[config.mk]
export PLATFORM = sky130hd
export DESIGN_NAME = lcd_text_driver
export DESIGN_NICKNAME = d
export VERILOG_FILES = /design/src/rtl/lcd_text_driver.sv
export SDC_FILE = /design/constraint.sdc
export NUM_CORES = 1
export LEC_CHECK = 0
export BUFFER_PORTS_ARGS = -buffer_cell sky130_fd_sc_hd__buf_2
export CAP_MARGIN = 30
export CORE_MARGIN = 2
export CORE_UTILIZATION = 68
export CTS_CLUSTER_SIZE = 8
export DETAILED_ROUTE_END_ITERATION = 8
export GPL_TIMING_DRIVEN = 0
export PLACE_DENSITY = 0.86
export SLEW_MARGIN = 25
export SYNTH_ARGS = -nofsm -noshare
export SYNTH_HDL_FRONTEND = slang
export SYNTH_SLANG_ARGS = --single-unit
[constraint.sdc]
create_clock -name clk -period 4.9 [get_ports clk]
set_input_delay 1.47 -clock clk [delete_from_list [all_inputs] [get_ports clk]]
set_output_delay 1.47 -clock clk [all_outputs]
set_load 0.01 [all_outputs]
[src/rtl/lcd_text_driver.sv]
// lcd_text_driver: HD44780 8-bit character LCD driver with an internal
// text buffer, one-shot init sequence and dirty-driven full redraws.
module lcd_text_driver #(
  parameter int TICK_CYCLES      = 2500,
  parameter int POWERUP_TICKS    = 800,
  parameter int CLEAR_WAIT_TICKS = 40,
  parameter int NUM_LINES        = 2,
  parameter int NUM_COLS         = 16,
  localparam int DEPTH = NUM_LINES * NUM_COLS,
  localparam int AW    = $clog2(DEPTH)
) (
  input  logic          clk,
  input  logic          rst,
  input  logic          wr_en,
  input  logic [AW-1:0] wr_addr,
  input  logic [7:0]    wr_data,
  input  logic          refresh,
  output logic          busy,
  output logic          frame_done,
  output logic          rs,
  output logic          rw,
  output logic          enable,
  output logic [7:0]    data
);

  localparam int TW = (TICK_CYCLES > 1) ? $clog2(TICK_CYCLES) : 1;
  localparam int LW = (NUM_LINES > 1) ? $clog2(NUM_LINES) : 1;
  localparam int M1 = (POWERUP_TICKS > CLEAR_WAIT_TICKS) ?
                      POWERUP_TICKS : CLEAR_WAIT_TICKS;
  localparam int CMAX = (M1 > NUM_COLS) ? M1 : NUM_COLS;
  localparam int CW = $clog2(CMAX + 1);

  localparam logic [2:0] S_PWR  = 3'd0;
  localparam logic [2:0] S_INIT = 3'd1;
  localparam logic [2:0] S_CLR  = 3'd2;
  localparam logic [2:0] S_IDLE = 3'd3;
  localparam logic [2:0] S_SET  = 3'd4;
  localparam logic [2:0] S_WR   = 3'd5;
  localparam logic [2:0] S_DONE = 3'd6;

  localparam logic [1:0] PH_SETUP = 2'd0;
  localparam logic [1:0] PH_PULSE = 2'd1;
  localparam logic [1:0] PH_HOLD  = 2'd2;

  logic [2:0]    state_q, state_d;
  logic [TW-1:0] tick_q, tick_d;
  logic [1:0]    phase_q, phase_d;
  logic [CW-1:0] cnt_q, cnt_d;
  logic [LW-1:0] line_q, line_d;
  logic          dirty_q, dirty_d;
  logic          rs_q, rs_d;
  logic [7:0]    data_q, data_d;
  logic          enable_q, enable_d;
  logic          busy_q, busy_d;
  logic          done_q, done_d;
  logic [7:0]    buf_q [DEPTH];
  logic [7:0]    buf_d [DEPTH];

  logic          tick_end;
  logic          dirty_set, dirty_clr, dirty_force;
  logic          ld, ld_rs;
  logic [7:0]    ld_byte;
  logic [AW-1:0] rd_addr;

  function automatic logic [7:0] init_cmd(input int i);
    unique case (i)
      0:       return 8'h38;
      1:       return 8'h06;
      2:       return 8'h0C;
      default: return 8'h01;
    endcase
  endfunction

  // Odd lines live at 0x40, lines 2/3 continue one row-width further on.
  function automatic logic [7:0] line_cmd(input logic [LW-1:0] l);
    int li;
    logic [7:0] b;
    li = int'(l);
    b  = li[0] ? 8'h40 : 8'h00;
    if (li[1]) b = b + 8'(NUM_COLS);
    return 8'h80 | b;
  endfunction

  assign tick_end = (tick_q == TW'(TICK_CYCLES - 1));

  // Host writes land in any state; out-of-range addresses are dropped.
  always_comb begin
    buf_d     = buf_q;
    dirty_set = refresh;
    if (wr_en && (32'(wr_addr) < DEPTH)) begin
      buf_d[wr_addr] = wr_data;
      dirty_set      = 1'b1;
    end
  end

  // Sequencer: waits, init commands, and the line/column redraw walk.
  always_comb begin
    state_d     = state_q;
    tick_d      = tick_end ? '0 : tick_q + TW'(1);
    phase_d     = phase_q;
    cnt_d       = cnt_q;
    line_d      = line_q;
    rs_d        = rs_q;
    data_d      = data_q;
    dirty_clr   = 1'b0;
    dirty_force = 1'b0;
    ld          = 1'b0;
    ld_rs       = 1'b0;
    ld_byte     = 8'h00;
    rd_addr     = AW'(int'(line_q) * NUM_COLS +
                  ((state_q == S_WR) ? int'(cnt_q) + 1 : 0));
    unique case (state_q)
      S_PWR: if (tick_end) begin
        if (cnt_q == CW'(POWERUP_TICKS - 1)) begin
          state_d = S_INIT;
          cnt_d   = '0;
          ld      = 1'b1;
          ld_byte = init_cmd(0);
        end else cnt_d = cnt_q + CW'(1);
      end
      S_INIT: if (tick_end) begin
        if (phase_q != PH_HOLD) phase_d = phase_q + 2'd1;
        else if (cnt_q == CW'(3)) begin
          state_d = S_CLR;
          cnt_d   = '0;
          phase_d = PH_SETUP;
        end else begin
          cnt_d   = cnt_q + CW'(1);
          ld      = 1'b1;
          ld_byte = init_cmd(int'(cnt_q) + 1);
        end
      end
      S_CLR: if (tick_end) begin
        if (cnt_q == CW'(CLEAR_WAIT_TICKS - 1)) begin
          state_d     = S_IDLE;
          cnt_d       = '0;
          dirty_force = 1'b1;
        end else cnt_d = cnt_q + CW'(1);
      end
      S_IDLE: begin
        tick_d = '0;
        if (dirty_q) begin
          state_d   = S_SET;
          line_d    = '0;
          dirty_clr = 1'b1;
          ld        = 1'b1;
          ld_byte   = line_cmd('0);
        end
      end
      S_SET: if (tick_end) begin
        if (phase_q != PH_HOLD) phase_d = phase_q + 2'd1;
        else begin
          state_d = S_WR;
          cnt_d   = '0;
          ld      = 1'b1;
          ld_rs   = 1'b1;
          ld_byte = buf_q[rd_addr];
        end
      end
      S_WR: if (tick_end) begin
        if (phase_q != PH_HOLD) phase_d = phase_q + 2'd1;
        else if (cnt_q == CW'(NUM_COLS - 1)) begin
          cnt_d   = '0;
          phase_d = PH_SETUP;
          if (line_q == LW'(NUM_LINES - 1)) state_d = S_DONE;
          else begin
            state_d = S_SET;
            line_d  = line_q + LW'(1);
            ld      = 1'b1;
            ld_byte = line_cmd(line_q + LW'(1));
          end
        end else begin
          cnt_d   = cnt_q + CW'(1);
          ld      = 1'b1;
          ld_rs   = 1'b1;
          ld_byte = buf_q[rd_addr];
        end
      end
      S_DONE: begin
        tick_d  = '0;
        state_d = S_IDLE;
      end
      default: state_d = S_PWR;
    endcase
    if (ld) begin
      tick_d  = '0;
      phase_d = PH_SETUP;
      rs_d    = ld_rs;
      data_d  = ld_byte;
    end
    dirty_d  = dirty_set | dirty_force | (dirty_q & ~dirty_clr);
    enable_d = (state_d == S_INIT || state_d == S_SET ||
                state_d == S_WR) && (phase_d == PH_PULSE);
    busy_d   = (state_d != S_IDLE);
    done_d   = (state_d == S_DONE);
  end

  // State, bus pins and the text buffer all register here.
  always_ff @(posedge clk) begin
    if (rst) begin
      state_q  <= S_PWR;
      tick_q   <= '0;
      phase_q  <= PH_SETUP;
      cnt_q    <= '0;
      line_q   <= '0;
      dirty_q  <= 1'b0;
      rs_q     <= 1'b0;
      data_q   <= 8'h00;
      enable_q <= 1'b0;
      busy_q   <= 1'b1;
      done_q   <= 1'b0;
      for (int i = 0; i < DEPTH; i++) buf_q[i] <= 8'h20;
    end else begin
      state_q  <= state_d;
      tick_q   <= tick_d;
      phase_q  <= phase_d;
      cnt_q    <= cnt_d;
      line_q   <= line_d;
      dirty_q  <= dirty_d;
      rs_q     <= rs_d;
      data_q   <= data_d;
      enable_q <= enable_d;
      busy_q   <= busy_d;
      done_q   <= done_d;
      buf_q    <= buf_d;
    end
  end

  assign busy       = busy_q;
  assign frame_done = done_q;
  assign rs         = rs_q;
  assign rw         = 1'b0;
  assign enable     = enable_q;
  assign data       = data_q;

endmodule

=== After elaboration in Yosys (flattened, before gate mapping) ===
Index checks and enable logic that the tools add are counted.
W data, S select, Z words.

* Output and inout port bits: 13
* Logic and storage cells: 187
* Register bits after elaboration: 297
* Input port bits: 17

* $add $sub $neg: 6
* Reduce and logical (&&, ||, !) cells: 11
* Equal/unequal tests: 30
* Bitwise operators: 6
* Magnitude comparators: 3
* Muxes and demuxes: 88

{| class="wikitable"
|+ Operator list
! cell !! count
|-
| $bwmux W256 || 1
|-
| $mux W10 || 12
|-
| $mux W8 || 10
|-
| $pmux W10 S5 || 1
|-
| $bmux W8 S5 || 1
|-
| $demux W8 S5 || 1
|-
| $pmux W8 S5 || 1
|-
| $mux W3 || 13
|-
| $logic_not A32 Y1 || 1
|-
| $mux W6 || 5
|-
| $mux W1 || 25
|-
| $pmux W3 S7 || 1
|-
| $mux W2 || 10
|-
| $ne A2 B2 Y1 const B || 10
|-
| $eq A3 B3 Y1 const B || 6
|-
| $pmux W6 S3 || 1
|-
| $add A12 B1 Y12 const B || 1
|-
| $eq A12 B12 Y1 const B || 1
|-
| $ge A6 B6 Y1 const B || 2
|-
| $not A5 Y6 || 2
|-
| $add A10 B1 Y11 const B || 1
|-
| $eq A11 B1 Y1 const B || 1
|-
| $eq A11 B2 Y1 const B || 1
|-
| $add A10 B1 Y10 const B || 1
|-
| other kinds (29) || 35
|}

=== Longest topological paths before layout ===
* Word-level depth: 11
* Mapped depth: 14
* Mapped depth without buffers: 9

=== Worst setup path before layout ===
No wires, ideal clock.

* Path kind: input to register
* From: in wr_en
* To: reg buf_q[29] (netlist name)
* Setup slack: 1.709 ns
* Stages on the path: 6
* Required time: 4.771 ns
* Arrival: 3.061 ns
* Path through: clkbuf_1 > or3b_2 > clkbuf_1 > nor2_1 > mux2i_1 > nand2_1

{| class="wikitable"
|+ RTL lines
! item !! line !! RTL
|-
| start, declared || 14 || <nowiki>input logic wr_en,</nowiki>
|-
| end signal, assigned || 225 || <nowiki>buf_q <= buf_d;</nowiki>
|-
| end, declared || 56 || <nowiki>logic [7:0] buf_q [DEPTH];</nowiki>
|}

=== Worst setup path in the final report ===
* From: reg cnt_q[0]
* To: reg data_q[4], in the netlist data[4]

* Longest elaborated chain between the ends: 11
* Elaborated cells on any way between the ends: 34
* Classes of those cells: add/sub (2); eq/ne (5); mux (25); bitwise (1); reduce/logical (1)

{| class="wikitable"
|+ RTL lines
! item !! line !! RTL
|-
| start, declared || 48 || <nowiki>logic [CW-1:0] cnt_q, cnt_d;</nowiki>
|-
| start signal, assigned || 217 || <nowiki>cnt_q <= cnt_d;</nowiki>
|-
| $add A10 B1 Y11 || 130 || <nowiki>ld_byte = init_cmd(int'(cnt_q) + 1);</nowiki>
|-
| $mux W5 || 111 || <nowiki>((state_q == S_WR) ? int'(cnt_q) + 1 : 0));</nowiki>
|-
| $add A5 B5 Y5 || 110 || <nowiki>rd_addr = AW'(int'(line_q) * NUM_COLS +</nowiki>
|-
| $not A5 Y6 (implied by the code) || 157, 176 ||
|-
| $bmux W8 S5 || 157, 176 ||
|-
| $mux W8 (implied by the code) (2 in series) || 157, 176 ||
|-
| $mux W8 || 162 || <nowiki>else if (cnt_q == CW'(NUM_COLS - 1)) begin</nowiki>
|-
| $mux W8 || 161 || <nowiki>if (phase_q != PH_HOLD) phase_d = phase_q + 2'd1;</nowiki>
|-
| $mux W8 || 160 || <nowiki>S_WR: if (tick_end) begin</nowiki>
|-
| $pmux W8 S5 || 112 || <nowiki>unique case (state_q)</nowiki>
|-
| end signal, assigned || 221 || <nowiki>data_q <= data_d;</nowiki>
|-
| end, declared || 52 || <nowiki>logic [7:0] data_q, data_d;</nowiki>
|}

Several ways; a longest one is shown, not always the timed one. The select of a mux whose other input is x is not followed.
A chain may end at the register's enable or synchronous reset.

==> flow_metrics.tcl <==
set metrics [dict create \
    outcome "finished, violations left" \
    violations "setup timing" \
    routabilityCongestion 1.03 \
    dpl.hpwl_um 31600 \
    wl_met2_um 20000 \
    clock-sinks 297 \
    slew_headroom_pct 30.4 \
    synth_nets 1502 \
    cts_made_buffers 43 \
    syn_to_final_growth_pct 12.1 \
    critPathCaptureType "flip-flop" \
    pin_count 30 \
    reg2reg_depth 14 \
    synth_top_flop_cell "dfxtp_1" \
    htreeDepth 2 \
    synthTopCellsByArea "dfxtp_1 43%, mux2i_1 19%, nor2_1 7.4%, mux4_2 4.9%, nand2_1 3.5%" \
    drt-wirelength-per-cell_um 25.3 \
    holdWs_ps 456 \
    wl_met3_um 5890 \
    synth_top_area_share_pct 43.0 \
    final-hold-violation-count 0 \
    syn_area_per_cell_um2 9.36 \
    ys_seq_area_share_pct 43.0 \
    rsz0062_at_grt "no" \
    top_layer "met4" \
    reg2reg_to "data[4]$_SDFFE_PP0P_" \
    hold_class "flip-flop to flip-flop" \
    via_per_inst 6.84 \
    die_y_um 147 \
    drc 0 \
    met1_length_um 16500 \
    first_pass_iters 6 \
    yosysWarnings 0 \
    syn_area_mm2 0.0138 \
    ant_nets 0 \
    die_w_um 147 \
    dieArea_mm2 0.0215 \
    post-place-ws_ps -163 \
    fin_nets 1579 \
    max_freq_mhz 202 \
    antenna_cells 0 \
    globalRouteTotalUtil_pct 42.5 \
    fill_cells 1346 \
    worst_slew_pin_slew_ps 1040 \
    vias 12500 \
    cts_root_buf "clkbuf_16" \
    tns_ps -51.2 \
    grt_pass1_vias 12100 \
    clock-skew-final_ps 17.1 \
    grt_overflow_total 0 \
    ys_types 73 \
    start_util_pct 68.8 \
    hp-start "buf_q[226]$_SDFFE_PP0P_" \
    drv_slew 0 \
    period_minus_slack_ps 4950 \
    synth_seq_cells 297 \
    clk_latency_ps 550 \
    finalCritPeriodShare_pct 101 \
    drv_cap 0 \
    coreArea_mm2 0.0201 \
    mostFrequentLayoutCell "dfxtp_1" \
    async_flop_share_pct 0 \
    worstHoldEndpoint "buf_q[226]$_SDFFE_PP0P_" \
    yosysTopAreaCell "dfxtp_1" \
    wl_um 46200 \
    required_ps 5300 \
    drive_gt1_share_pct 10.6 \
    setup.worst_path.start_class "flip-flop" \
    worstPathArrival_ps 5360 \
    path_class "flip-flop to flip-flop" \
    rows 52 \
    numPortBuffers 23 \
    r2r_start "cnt_q[0]$_SDFFE_PP0P_" \
    synth_cells 1477 \
    powerDensity_mw_per_mm2 339 \
    synth_edf_count 0 \
    cts_tree "built" \
    final_cell_mix "297 x dfxtp_1, 269 x nor2_1, 263 x mux2i_1" \
    whs_path_depth 2 \
    cts_buffer_depth 3 \
    finalSetupViolCount 1 \
    path_clk_slew_ps 50 \
    final_critical_path_setup_slack_ps -51.2 \
    peakVddDrop_mv 0.301 \
    power.leakage_uw 0.00621 \
    antenna_found_initial 0 \
    grt_max_degree 12 \
    drt_iter0_markers 1965 \
    grt_pass1_wl_um 70000 \
    r2r_setup_slack_ps -50 \
    worstPathMaxFanout 10 \
]
[cells in the mapped netlist, types with 11 or more instances]
master,count
nand3_1,62
buf_2,18
o21ai_0,22
a211oi_1,11
inv_1,15
a21oi_1,49
nand2_1,128
dfxtp_1,297
mux2i_1,263
mux4_2,30
clkbuf_1,87
a221oi_1,29
nor2_1,272
nor3_1,14
[power breakdown]
part / total, uW / internal (uW) / switching, uW
Combinational: 215 / 52.8 / 162
Sequential: 2450 / 2440 / 11.9
Clock: 2600 / 1550 / 1050
[worst max-delay path by stage]
stage                               start                      to  slack, ps  cells past startpoint
CTS                 cnt_q[0]$_SDFFE_PP0P_    data[0]$_SDFFE_PP0P_        200                     12
global route        cnt_q[0]$_SDFFE_PP0P_    data[4]$_SDFFE_PP0P_          6                     14
finish              cnt_q[0]$_SDFFE_PP0P_    data[4]$_SDFFE_PP0P_        -50                     14
detailed placement  cnt_q[0]$_SDFFE_PP0P_    data[0]$_SDFFE_PP0P_       -160                     13
global placement    cnt_q[0]$_SDFFE_PP0P_    data[0]$_SDFFE_PP0P_       -140                     13
floorplan                           wr_en  buf_q[29]$_SDFFE_PP1P_       1710                      6
[logic make-up after synthesis]
group	Yosys count	synth area share (%)
and+or+nand+nor	550	17.7
muxes	301	24.7
DFF	297	43.0
AOI/OAI and AO/OA	174	8.84
buffers and inverters	129	3.85
xor gates and xnor gates	17	1.21
adders and majority gates	8	0.724
other	1	0.0271
[routing by layer]
metal,vias to the layer above,track usage [%]
li1,5366,-
met1,5890,52.8
met2,932,64.0
met3,295,13.3
met4,0,28.1
met5,-,0
[critical path: stages (launching register included)]
cell and delay, ps:
dfxtp_1 370, clkbuf_4 290, inv_1 240, clkbuf_1 420, clkbuf_1 630, ha_1 250
clkbuf_1 410, clkbuf_2 450, nand2_1 250, o221ai_1 290, nand2_1 100, o21ai_0 110
a311oi_1 180, o41ai_1 650, a21oi_1 150
[per-stage QoR]
stage	instance area, um^2	total power (uW)	std cells	util, %
3_5_place_dp	14400	2700	1777	71.4
6_report	15500	5260	1826	77.1
2_1_floorplan	13800	2620	1477	-
4_1_cts	15500	5230	1824	77.0
3_3_place_gp	14300	2690	1770	71.0
5_1_grt	15500	5340	1826	77.1
[state kept, by name, indices dropped and copies added (netlist names)]
register and cells:
busy 1, cnt_q 10, data 8, dirty_q 1, phase_q 2, frame_done 1, rs 1, tick_q 12
state_q 3, line_q 1, buf_q 256, enable 1
[final cells by class]
cell class                 count  area (um^2)  share of cell area [%]
multi-input combinational   1051         7380                    47.6
sequential                   297         5950                    38.4
clock buffer                  44         1080                    6.97
buffer                       114          483                    3.12
tap                          270          338                    2.18
timing repair buffer          32          183                    1.18
inverter                      15         56.3                   0.363
clock inverter                 3         37.5                   0.242
[what timing repair did]
item	4_1_cts	5_1_grt
hold buffers	0	0
buffers inserted	0	0
endpoints found under the setup margin	5	4
gates resized for setup	2	3
(Power assumes the default switching activity.)
